## config.mk

```make
export PLATFORM = sky130hd
export DESIGN_NAME = unidade_busca
export DESIGN_NICKNAME = d
export VERILOG_FILES = /design/src/rtl/unidade_busca.sv
export SDC_FILE = /design/constraint.sdc
export NUM_CORES = 1
export LEC_CHECK = 0
export CAP_MARGIN = 10
export CORE_ASPECT_RATIO = 0.75
export CORE_UTILIZATION = 35
export DETAILED_ROUTE_END_ITERATION = 8
export GPL_TIMING_DRIVEN = 0
export PLACE_DENSITY = 0.57
export SYNTH_ARGS = -nofsm -noshare
export SYNTH_HDL_FRONTEND = slang
export SYNTH_SLANG_ARGS = --single-unit
```

## constraint.sdc

```tcl
create_clock -name clock -period 3.9 [get_ports clock]
set_input_delay 0.39 -clock clock [delete_from_list [all_inputs] [get_ports clock]]
set_output_delay 0.39 -clock clock [all_outputs]
set_load 0.05 [all_outputs]
```

## src/rtl/unidade_busca.sv

```systemverilog
// Instruction fetch unit: requests words from instruction memory, holds them for decode, computes next PC.
// Optional macro BUSCA_CONTADOR_EN adds a wrapping accepted-instruction counter on instr_count.
module unidade_busca #(
  parameter logic [31:0] RESET_PC    = 32'h0000_0000,
  parameter int unsigned TIMEOUT_CYC = 16
) (
  input  logic        clock,
  input  logic        reset,
  output logic        imem_req,
  output logic [31:0] imem_addr,
  input  logic        imem_ack,
  input  logic [31:0] imem_data,
  output logic [31:0] instr,
  output logic [31:0] pc_out,
  output logic        instr_valid,
  input  logic        instr_ready,
  input  logic        Branch,
  input  logic        Jump,
  input  logic        zero,
  output logic        erro,
  output logic [31:0] instr_count
);

  typedef enum logic [1:0] {
    ESPERA  = 2'd0,
    ENTREGA = 2'd1,
    ERRO    = 2'd2
  } estado_t;

  localparam logic [5:0]  OP_BEQ   = 6'b000100;
  localparam logic [5:0]  OP_BNE   = 6'b000101;
  localparam bit          TMO_EN   = (TIMEOUT_CYC != 0);
  localparam logic [31:0] TMO_LAST = 32'(TIMEOUT_CYC) - 32'd1;

  estado_t     state_q;
  logic [31:0] pc_q;
  logic [31:0] instr_q;
  logic [31:0] pc_out_q;
  logic [31:0] tmo_q;
  logic        imem_req_q;
  logic        instr_valid_q;
  logic        erro_q;

  logic [31:0] pc4;
  logic [31:0] br_off;
  logic        taken;
  logic        accept;
  logic [31:0] next_pc_d;

  assign accept = (state_q == ENTREGA) && instr_ready;

  always_comb begin
    pc4       = pc_out_q + 32'd4;
    br_off    = {{14{instr_q[15]}}, instr_q[15:0], 2'b00};
    taken     = Branch && (((instr_q[31:26] == OP_BEQ) && zero) ||
                           ((instr_q[31:26] == OP_BNE) && !zero));
    next_pc_d = pc4;
    if (Jump) begin
      next_pc_d = {pc4[31:28], instr_q[25:0], 2'b00};
    end else if (taken) begin
      next_pc_d = pc4 + br_off;
    end
  end

  always_ff @(posedge clock) begin
    if (reset) begin
      state_q       <= ESPERA;
      pc_q          <= RESET_PC;
      instr_q       <= '0;
      pc_out_q      <= '0;
      tmo_q         <= '0;
      imem_req_q    <= 1'b1;
      instr_valid_q <= 1'b0;
      erro_q        <= 1'b0;
    end else begin
      case (state_q)
        ESPERA: begin
          // an ack in the last allowed cycle takes priority over the timeout
          if (imem_ack) begin
            instr_q       <= imem_data;
            pc_out_q      <= pc_q;
            state_q       <= ENTREGA;
            imem_req_q    <= 1'b0;
            instr_valid_q <= 1'b1;
          end else if (TMO_EN && (tmo_q == TMO_LAST)) begin
            state_q    <= ERRO;
            imem_req_q <= 1'b0;
            erro_q     <= 1'b1;
          end else begin
            tmo_q <= tmo_q + 32'd1;
          end
        end
        ENTREGA: begin
          if (instr_ready) begin
            pc_q          <= next_pc_d;
            tmo_q         <= '0;
            state_q       <= ESPERA;
            imem_req_q    <= 1'b1;
            instr_valid_q <= 1'b0;
          end
        end
        ERRO: begin
          state_q <= ERRO;
        end
        default: begin
          state_q       <= ERRO;
          imem_req_q    <= 1'b0;
          instr_valid_q <= 1'b0;
          erro_q        <= 1'b1;
        end
      endcase
    end
  end

  assign imem_req    = imem_req_q;
  assign imem_addr   = pc_q;
  assign instr       = instr_q;
  assign pc_out      = pc_out_q;
  assign instr_valid = instr_valid_q;
  assign erro        = erro_q;

`ifdef BUSCA_CONTADOR_EN
  logic [31:0] cnt_q;

  always_ff @(posedge clock) begin
    if (reset) begin
      cnt_q <= '0;
    end else if (accept) begin
      cnt_q <= cnt_q + 32'd1;
    end
  end

  assign instr_count = cnt_q;
`else
  logic unused_accept;
  assign unused_accept = accept;
  assign instr_count   = '0;
`endif

endmodule

```

==> impl_metrics.ini, run 1 <==
[synthesis]
async_flop_share = 0
yosysUniqueCellTypes = 68
ys.flop_type = dfxtp_1
syn_avg_cell_area_sq_um = 7.89
netlist_area_sq_mm = 0.00796
yosysSeqAreaShare = 0.334
ys_seq_elements = 133
synth_edf_count = 0
yosys_warnings = 0
synth_cells = 1009

[die]
die_area_sq_mm = 0.0234
initial_core_util = 0.359
ios = 170
core_sq_mm = 0.0222
row_count = 47
die_h_um = 133
die-width_um = 176

[detailed_routing]
vias = 7817
drc_errors = 0
drtPass1Iterations = 5
wl_per_cell_um = 17.8
routed_wl_um = 26800
viasPerCell = 5.20
drt_iter0_drc = 615
ant_nets = 0

[finish]
drive_gt1_frac = 0.0984
final_cells = 1503
syn_to_final_growth_pct = 31.6
nFillCells = 2199
final_area_sq_mm = 0.0105
layout.nets = 1277
n_antenna_cell = 0

[placed_design]
place_inst = 1469
preCtsSetupSlack_ps = -126
place.gp.congestion = 0.923
dp_hpwl_um = 20000
postPlaceCellArea_sq_mm = 0.00980
port_buffers = 135

[sta]
setup_viol = 0
layout_setup_ws_ps = 141
worst_slew_pin_slew_ps = 1180
period_share = 0.964
slew_headroom = 0.211
finalHoldViolCount = 0
slew_viol_final = 0
holdWs_ps = 321
fin_crit_ps = 3760
fin_skew_ps = 8.19
timing.fmax_ghz = 0.266

[global_routing]
grt_usage = 0.231
grt_pass1_vias = 7150
grt_max_degree = 24
grt-ovfl-total = 0
grt_first_pass_wirelength_um = 41100
antenna_found_initial = 0

[clock_tree]
numCtsBuffers = 17
hold_buffers = 0
clkTransAtPathRegs_ps = 60
clock-root-buffer = clkbuf_16
cts_tree = done
cts.htree.levels = 4
cts_sinks = 133
clockBufferDepth = 2
clk_latency_ps = 430

[flow_run]
maxCapViolations = 0

[pwr]
p_per_area_mw_per_mm2 = 356
seq_power_share = 0.394
vdd_drop_max_mv = 0.297
p_sw_w = 0.00125
power_leakage_nw = 4.14
intPower_w = 0.00248
clkPwrFrac = 0.406
fin_total_pwr_w = 0.00373
swShare = 0.335
combinationalPowerShare = 0.200

[setup_path]
cp_max_fo = 7
crit_arrival_ps = 4070
slowest_stage = dfxtp_2
crit_buf_inv = 1
end_kind = register
crit_chain = and4_1 > and3_4 > and2_4 > nand2_1 > xnor2_2 > ha_1 > a211oi_1 > o21ai_0 > a21oi_1 > inv_1 > o311ai_1 > a21oi_1 > a221oi_2 > nor4_1 > a211o_1
path_class = register to register
crit_required_ps = 4220
cp_slowest_stage_delay_ps = 410
crit_top_cell = a21oi_1
crit_path_start_kind = register
cp_top_family = compound AO/OA/AOI/OAI gates

[run_status]
outcome = finished, final reports clean

[hold_path]
hold_class = primary input to register
-- cells in the mapped netlist (4+ instances only) --
master | count | area share
a211o_1 | 4 | 0.0044
a211oi_1 | 8 | 0.0075
a211oi_2 | 4 | 0.0063
a21o_1 | 15 | 0.014
a21oi_1 | 107 | 0.067
a22oi_1 | 5 | 0.0047
a31oi_1 | 6 | 0.0047
a32o_1 | 4 | 0.0050
and2_1 | 7 | 0.0055
and3_1 | 22 | 0.017
and4_1 | 5 | 0.0055
buf_1 | 6 | 0.0028
buf_4 | 32 | 0.030
buf_6 | 4 | 0.0057
clkbuf_1 | 36 | 0.017
dfxtp_1 | 133 | 0.33
ha_1 | 41 | 0.064
inv_1 | 16 | 0.0075
mux2i_1 | 11 | 0.014
nand2_1 | 200 | 0.094
nand2b_1 | 9 | 0.0071
nand3_1 | 31 | 0.019
nand4_1 | 17 | 0.013
nor2_1 | 72 | 0.034
nor2b_1 | 5 | 0.0039
nor3_1 | 8 | 0.0050
nor4_1 | 9 | 0.0071
o211ai_1 | 20 | 0.019
o21a_1 | 5 | 0.0047
o21ai_0 | 28 | 0.018
o21bai_1 | 5 | 0.0047
or3_1 | 8 | 0.0063
xnor2_1 | 43 | 0.047
xor2_1 | 33 | 0.036
-- per-layer routing --
| layer | vias up | track usage | wire [um] |
|---|---|---|---|
| li1 | 3866 | - | - |
| met1 | 3654 | 0.347 | 13400 |
| met2 | 276 | 0.322 | 10900 |
| met3 | 21 | 0.0644 | 2200 |
| met4 | 0 | 0.0483 | 275 |
| met5 | - | 0 | 0 |
-- state kept, by name, indices dropped and copies added (netlist names) --
name	flops
imem_addr	32
instr	32
imem_req	1
instr_valid	1
pc_out	32
erro	1
state_q	2
tmo_q	32
-- placed cells by master, fill, tap and decap left out, types with 6 or more instances in the layout --
| cell | n |
|---|---|
| a211oi_1 | 7 |
| a21o_1 | 15 |
| a21oi_1 | 106 |
| and2_1 | 7 |
| and3_1 | 19 |
| buf_1 | 6 |
| buf_4 | 36 |
| clkbuf_1 | 35 |
| clkbuf_16 | 17 |
| clkdlybuf4s50_1 | 135 |
| conb_1 | 32 |
| dfxtp_1 | 126 |
| dfxtp_2 | 7 |
| ha_1 | 36 |
| inv_1 | 16 |
| mux2i_1 | 11 |
| nand2_1 | 200 |
| nand2b_1 | 9 |
| nand3_1 | 30 |
| nand4_1 | 17 |
| nor2_1 | 71 |
| nor3_1 | 8 |
| nor4_1 | 9 |
| o211ai_1 | 20 |
| o21ai_0 | 28 |
| or3_1 | 8 |
| xnor2_1 | 41 |
| xor2_1 | 31 |
-- cells by family after synthesis --
| kind of cell | count (synthesis) | synth area share |
|---|---|---|
| buf+inv | 94 | 0.0632 |
| compound gates | 248 | 0.205 |
| fa+ha+maj | 42 | 0.0669 |
| flops | 133 | 0.334 |
| other cells | 1 | 0.000471 |
| mux | 11 | 0.0138 |
| xor+xnor | 76 | 0.0836 |
| simple gates | 404 | 0.232 |
-- worst register-to-register path, cell delays in order (launching register included) --
cell and delay, ps:
dfxtp_2 410, and4_1 240, and3_4 280, and2_4 230, nand2_1 100, xnor2_2 190, ha_1 300, a211oi_1 330
o21ai_0 160, a21oi_1 190, inv_1 100, o311ai_1 320, a21oi_1 180, a221oi_2 320, nor4_1 80, a211o_1 220
-- layout make-up --
| cell class | count | area [sq um] | area share |
|---|---|---|---|
| tap | 294 | 368 | 0.0351 |
| clock inverter | 13 | 96.3 | 0.00920 |
| sequential | 133 | 2670 | 0.255 |
| buffer | 76 | 435 | 0.0416 |
| clock buffer | 19 | 443 | 0.0423 |
| timing repair buffer | 139 | 1380 | 0.132 |
| inverter | 16 | 60.1 | 0.00573 |
| multi-input combinational | 813 | 5020 | 0.479 |
-- final timing paths --
path	start	to	slack (ps)	cells after the start
worst min-delay path	reset	imem_addr[30]$_SDFFE_PP0P_	320	3
worst max register to register	pc_out[4]$_SDFFE_PP0P_	imem_addr[30]$_SDFFE_PP0P_	140	15
worst min register to register	imem_addr[12]$_SDFFE_PP0P_	pc_out[12]$_SDFFE_PP0P_	460	2
worst max-delay path	pc_out[4]$_SDFFE_PP0P_	imem_addr[30]$_SDFFE_PP0P_	140	15
-- per-stage QoR --
| stage | util | TNS (ps) |
|---|---|---|
| 6_report | 0.472 | 0 |
| 5_1_grt | 0.472 | -11.1 |
| 4_1_cts | 0.467 | 0 |
| 3_5_place_dp | 0.442 | -378 |
| 3_3_place_gp | 0.442 | -373 |
| 2_1_floorplan | - | 0 |
-- power by group through the flow --
stage               combinational, W  clock (W)  sequential [W]
finish                      0.000747    0.00151         0.00147
global route                0.000798    0.00160         0.00148
CTS                         0.000742    0.00154         0.00147
detailed placement          0.000739          0         0.00150
global placement            0.000737          0         0.00150
floorplan                   0.000368          0         0.00162
-- repair_timing --
item                                    CTS  global route
setup buffers                             0             4
endpoints found under the setup margin    5            13
pin swaps                                 0             4
resized for setup                         6            25
Power figures use the tool's default switching activity.
==> run 2: changes to the inputs <==
CAP_MARGIN = default   (was 10)
==> results of run 2 <==
No change in the layout: final DEF, timing and power equal those of run 1.
